==> config.mk <==
export PLATFORM = sky130hd
export DESIGN_NAME = control_unit_pipe
export DESIGN_NICKNAME = d
export VERILOG_FILES = /design/src/rtl/control_unit_pipe.sv
export SDC_FILE = /design/constraint.sdc
export NUM_CORES = 1
export LEC_CHECK = 0
export CAP_MARGIN = 30
export CORE_MARGIN = 2
export CORE_UTILIZATION = 46
export CTS_BUF_LIST = sky130_fd_sc_hd__clkbuf_8
export DETAILED_ROUTE_END_ITERATION = 12
export PLACE_DENSITY = 0.94
export SLEW_MARGIN = 20
export SYNTH_ARGS = -nofsm -noshare
export SYNTH_HDL_FRONTEND = slang
export SYNTH_SLANG_ARGS = --single-unit
==> constraint.sdc <==
create_clock -name clk -period 2.3 [get_ports clk]
set_input_delay 0.46 -clock clk [delete_from_list [all_inputs] [get_ports clk]]
set_output_delay 0.46 -clock clk [all_outputs]
set_load 0.02 [all_outputs]
==> src/rtl/control_unit_pipe.sv <==
// Registered RV32I decode stage with valid/ready output register, flush, and FENCE drain FSM.
// Optional M-extension decode is enabled by defining CONTROL_UNIT_MEXT_EN.
module control_unit_pipe #(
    parameter int INSTR_W        = 32,
    parameter int TAG_W          = 4,
    parameter int FENCE_MAX_WAIT = 255
) (
    input  logic               clk,
    input  logic               rst_n,
    input  logic               in_valid,
    output logic               in_ready,
    input  logic [INSTR_W-1:0] in_instr,
    input  logic [TAG_W-1:0]   in_tag,
    output logic               out_valid,
    input  logic               out_ready,
    output logic [TAG_W-1:0]   out_tag,
    output logic               MemtoReg,
    output logic               RegWrite,
    output logic               MemWrite,
    output logic               MemRead,
    output logic               branch,
    output logic               ALUSrc,
    output logic               jump,
    output logic               Jalr,
    output logic               Lui,
    output logic               Auipc,
    output logic               Fence,
    output logic               CSRR,
    output logic               illegal,
    output logic               mul_div,
    input  logic               flush,
    input  logic               mem_idle,
    output logic               fence_timeout
);
    localparam int CNT_W = $clog2(FENCE_MAX_WAIT + 1);
    localparam logic [CNT_W-1:0] CNT_MAX = CNT_W'(FENCE_MAX_WAIT);

    typedef struct packed {
        logic mem_to_reg;
        logic reg_write;
        logic mem_write;
        logic mem_read;
        logic branch;
        logic alu_src;
        logic jump;
        logic jalr;
        logic lui;
        logic auipc;
        logic fence;
        logic csrr;
        logic illegal;
        logic mul_div;
    } ctrl_t;

    typedef enum logic {RUN, DRAIN} state_t;

    ctrl_t            dec, ctrl_q;
    state_t           state, state_n;
    logic [CNT_W-1:0] cnt, cnt_n;
    logic             timeout_n;
    logic             accept, consumed;
    logic [6:0]       opcode;

    assign opcode = in_instr[6:0];

    always_comb begin
        dec = '0;
        case (opcode)
            7'b0000011: begin dec.mem_to_reg = 1'b1; dec.reg_write = 1'b1;
                              dec.mem_read = 1'b1; dec.alu_src = 1'b1; end
            7'b0100011: begin dec.mem_write = 1'b1; dec.alu_src = 1'b1; end
            7'b0110011: begin
`ifdef CONTROL_UNIT_MEXT_EN
                case (in_instr[31:25])
                    7'b0000000, 7'b0100000: dec.reg_write = 1'b1;
                    7'b0000001: begin dec.reg_write = 1'b1; dec.mul_div = 1'b1; end
                    default:    dec.illegal = 1'b1;
                endcase
`else
                dec.reg_write = 1'b1;
`endif
            end
            7'b0010011: begin dec.reg_write = 1'b1; dec.alu_src = 1'b1; end
            7'b1100011: dec.branch = 1'b1;
            7'b1101111: begin dec.reg_write = 1'b1; dec.jump = 1'b1; end
            7'b1100111: begin dec.reg_write = 1'b1; dec.jump = 1'b1;
                              dec.jalr = 1'b1; dec.alu_src = 1'b1; end
            7'b0110111: begin dec.reg_write = 1'b1; dec.lui = 1'b1; end
            7'b0010111: begin dec.reg_write = 1'b1; dec.auipc = 1'b1; dec.alu_src = 1'b1; end
            7'b0001111: dec.fence = 1'b1;
            7'b1110011: begin dec.reg_write = 1'b1; dec.csrr = 1'b1; end
            default:    dec.illegal = 1'b1;
        endcase
    end

    assign in_ready = rst_n & (state == RUN) & (~out_valid | out_ready) & ~flush;
    assign accept   = in_valid & in_ready;
    assign consumed = ~out_valid | out_ready;

    always_ff @(posedge clk or negedge rst_n) begin
        if (!rst_n) begin
            out_valid <= 1'b0;
            out_tag   <= '0;
            ctrl_q    <= '0;
        end else if (flush) begin
            out_valid <= 1'b0;
        end else if (accept) begin
            out_valid <= 1'b1;
            out_tag   <= in_tag;
            ctrl_q    <= dec;
        end else if (out_ready) begin
            out_valid <= 1'b0;
        end
    end

    always_ff @(posedge clk or negedge rst_n) begin
        if (!rst_n) begin
            state         <= RUN;
            cnt           <= '0;
            fence_timeout <= 1'b0;
        end else begin
            state         <= state_n;
            cnt           <= cnt_n;
            fence_timeout <= timeout_n;
        end
    end

    // Drain ends on memory idle with the fence gone, or on timeout regardless of the held bundle.
    always_comb begin
        state_n   = state;
        cnt_n     = cnt;
        timeout_n = fence_timeout;
        if (flush) begin
            state_n = RUN;
            cnt_n   = '0;
        end else begin
            case (state)
                RUN: begin
                    cnt_n = '0;
                    if (accept && dec.fence) state_n = DRAIN;
                end
                DRAIN: begin
                    if (cnt != CNT_MAX) cnt_n = cnt + 1'b1;
                    if (mem_idle && consumed) begin
                        state_n = RUN;
                        cnt_n   = '0;
                    end else if (!mem_idle && cnt == CNT_MAX) begin
                        timeout_n = 1'b1;
                        state_n   = RUN;
                        cnt_n     = '0;
                    end
                end
                default: begin
                    state_n = RUN;
                    cnt_n   = '0;
                end
            endcase
        end
    end

    assign MemtoReg = ctrl_q.mem_to_reg;
    assign RegWrite = ctrl_q.reg_write;
    assign MemWrite = ctrl_q.mem_write;
    assign MemRead  = ctrl_q.mem_read;
    assign branch   = ctrl_q.branch;
    assign ALUSrc   = ctrl_q.alu_src;
    assign jump     = ctrl_q.jump;
    assign Jalr     = ctrl_q.jalr;
    assign Lui      = ctrl_q.lui;
    assign Auipc    = ctrl_q.auipc;
    assign Fence    = ctrl_q.fence;
    assign CSRR     = ctrl_q.csrr;
    assign illegal  = ctrl_q.illegal;
    assign mul_div  = ctrl_q.mul_div;

endmodule

==> results.py <==
metrics = {
    "placement": {
        "dp_hpwl_um": 2635,
        "gp_routability_congestion": 0.9248,
        "placed_area_um2": 1780,
        "io_buffers": 36,
    },
    "floorplanning": {
        "die_h_um": 58.55,
        "chipWidth_um": 58.55,
        "die-area_um2": 3428,
        "design.portCount": 63,
        "floorplan.initialDensity": 0.4921,
        "design.core.area_um2": 2781,
        "fp-row-count": 19,
    },
    "setup_path": {
        "rr_endpoint": "state$_DFF_PN0_",
        "timing.critical_path.buf_inv": 2,
        "worst_r2r_startpoint": "cnt[0]$_DFFE_PN0P_",
        "worstPathArrival_ns": 1.43,
        "critPathRequiredTime_ns": 1.84,
        "worst-r2r-cell-count": 5,
        "worst-path-max-fanout": 3,
        "cp.depth": 4,
        "critical_path.startpoint_type": "primary input",
        "cp_top_family": "buffers and inverters",
        "cp_slowest_stage_delay_ns": 0.47,
        "timing.setup.critical_path_class": "in2out",
        "crit_path_top_delay_cell": "clkdlybuf4s50_1",
        "ff2ff_setup_slack_ns": 0.63,
        "crit_path_cell_trace": "clkdlybuf4s50_1 -> nor2_4 -> and3_1 -> dlymetal6s2s_1",
        "critPathCaptureType": "output port",
        "crit_end": "in_ready",
        "crit_path_start": "flush",
    },
    "final_layout": {
        "largest_register_by_flop_count": "cnt",
        "stdcell_area_um2": 1832,
        "layout_top_registers": "cnt: 8 flops, out_tag: 4 flops",
        "area_growth_pct": 33.82,
        "finish.net_count": 228,
        "post_route_cells_drive_above_1_share": 0.1033,
        "largest_register_ffs": 8,
        "insertedDiodeCount": 0,
    },
    "drt": {
        "drt_iter0_markers": 40,
        "vias_per_cell": 5.740,
        "detailed_routing_iterations_pass_1": 4,
        "routed_wirelength_um": 3423,
        "antenna_violating_nets_post_route": 0,
        "via_count_of_the_routed_design": 1234,
        "drt-wirelength-per-cell_um": 15.92,
        "drc": 0,
    },
    "global_route": {
        "grt_overflow_total": 0,
        "antenna_found_initial": 0,
        "track_usage": 0.2190,
        "global_route_wire_length_before_repair_um": 5740,
        "grt_max_degree": 19,
        "grt_pass1_vias": 1262,
    },
    "timing": {
        "period_share": 0.8230,
        "finalCriticalPeriod_ns": 1.893,
        "worst_clock_skew_ns": 0.004532,
        "rsz0062_at_grt": "false",
        "timing.fmax_mhz": 528.3,
        "setup_viol": 0,
        "finalMaxSlewViolations": 0,
        "hold_viol_final": 0,
        "total_negative_setup_slack_ns": 0,
    },
    "clocking": {
        "cts.root.buffer_cell": "clkbuf_8",
        "tritoncts_num_sinks": 27,
        "postCtsSetupBuffers": 0,
        "hold_buffers": 0,
        "tritoncts": "built",
        "max-clock-path-buffers": 2,
        "clock_transition_at_path_regs_ns": 0.09,
        "number_of_gates_given_a_new_drive_strength_after_cts": 0,
        "number_of_buffers_created_by_cts": 3,
        "worstSkewPairLatency_ns": 0.27,
        "cts-htree-levels": 1,
    },
    "yosys": {
        "synth_warnings": 0,
        "netlist.area_leader.share": 0.4936,
        "yosys.area.top_type": "dfrtp_1",
        "synthCells": 145,
        "synthesis.area_um2": 1369,
        "synth_seq_cells": 27,
        "yosysSeqAreaShare": 0.4936,
        "dominantRegCellSynth": "dfrtp_1",
        "synthesis.area_per_instance_um2": 9.440,
        "synth_top_cells_by_area": "dfrtp_1 (49%), nand2_1 (9.3%), nor2_1 (2.2%)",
        "synth_enable_flop_cells": 0,
        "yosys.cell_types.count": 47,
        "syn_nets": 188,
        "asyncSetResetFlopFracSynth": 1.000,
    },
    "status": {
        "status": "finished clean",
    },
    "pwr": {
        "max_ir_drop_vdd_uv": 450.2,
        "post-layout-total-power_mw": 0.9690,
        "total_leakage_power_nw": 0.8105,
        "power_density_nw_per_um2": 529.0,
    },
    "job": {
        "drv_cap": 0,
    },
    "worst_hold_path": {
        "min-delay-path-class": "reg2reg",
        "startpoint_of_the_worst_hold_path": "fence_timeout$_DFFE_PN0P_",
    },
}
-- cell usage in the layout (no fill, tap or decap), types with 2 or more instances in the layout --
| cell type | count |
|---|---|
| clkbuf_8 | 3 |
| and3_1 | 3 |
| nand4_1 | 2 |
| nand2_1 | 34 |
| o21ai_1 | 5 |
| a311oi_1 | 2 |
| nor2b_1 | 2 |
| dfrtp_1 | 27 |
| or3_1 | 2 |
| nor3_1 | 4 |
| clkdlybuf4s50_1 | 35 |
| nand3_1 | 4 |
| o211ai_1 | 2 |
| nor2_1 | 8 |
| buf_4 | 7 |
| a21oi_1 | 4 |
| o41ai_1 | 3 |
| o21ai_0 | 5 |
| nand2b_1 | 2 |
-- worst register-to-register path, cell delays in order, from the launching register on --
cell,delay [ns]
dfrtp_1,0.44
ha_1,0.24
and2_1,0.26
nand4_1,0.26
o21bai_1,0.27
nand2_1,0.09
-- synth_stat cells (2+ instances only) --
master	number
nor2b_1	2
and3_1	3
o21ai_1	5
nand2_1	34
nor3_1	4
nand2b_1	2
clkbuf_1	4
nand3_1	4
o21ai_0	5
a21oi_1	4
buf_4	2
buf_2	2
nand4_1	2
dfrtp_1	27
or3_1	2
o41ai_1	3
nor2_1	8
a311oi_1	2
o211ai_1	2
-- worst min path at each step --
stage	slack (ns)	cells past startpoint	endpoint
after global placement	0.45	1	fence_timeout$_DFFE_PN0P_
final	0.48	1	fence_timeout$_DFFE_PN0P_
after floorplan	0.16	0	ALUSrc$_DFFE_PN0P_
after CTS	0.48	1	fence_timeout$_DFFE_PN0P_
after global routing	0.51	1	fence_timeout$_DFFE_PN0P_
after detailed placement	0.45	1	fence_timeout$_DFFE_PN0P_
-- layout make-up --
class                      count  area (um2)
fill                         233       949.7
sequential                    27       675.6
multi-input combinational    109       649.4
timing repair buffer          43       415.4
clock buffer                   3       41.29
tap                           31       38.79
clock inverter                 1       7.507
inverter                       1       3.754
-- stage by stage --
step | hold slack [ns] | worst slack [ns] | utilization | std cells
2_1_floorplan | 0.1644 | 0.8130 | - | 145
3_3_place_gp | 0.4480 | 0.04581 | 0.6401 | 211
3_5_place_dp | 0.4506 | 0.01178 | 0.6401 | 211
4_1_cts | 0.4793 | 0.01268 | 0.6577 | 215
5_1_grt | 0.5106 | 0.3429 | 0.6586 | 215
6_report | 0.4791 | 0.4072 | 0.6586 | 215
-- layer usage --
| metal | routed length (um) | GRT usage | part of all wire | vias up |
|---|---|---|---|---|
| met5 | 0 | 0 | 0 | - |
| met4 | 76 | 0.09967 | 0.022 | 0 |
| met3 | 111 | 0.01978 | 0.032 | 8 |
| met2 | 1803 | 0.3900 | 0.53 | 38 |
| met1 | 1432 | 0.2671 | 0.42 | 598 |
| li1 | - | - | - | 590 |
-- power by group --
group | switching [mW] | leakage, nW | internal [mW]
sequential | 0.0122 | 0.366 | 0.496
combinational | 0.0954 | 0.423 | 0.0897
clock | 0.152 | 0.0217 | 0.123
total | 0.260 | 0.811 | 0.709
-- logic make-up after synthesis --
family	count (synthesis)	synth area share
buffers and inverters	9	0.03198
XOR/XNOR	1	0.006400
adder cells (fa/ha/maj)	2	0.01645
other	1	0.002740
multiplexers	1	0.007313
flip-flops	27	0.4936
AO/OA/AOI/OAI	30	0.1517
AND/OR/NAND/NOR	74	0.2898
No activity file was read; power rests on OpenSTA's default activity.
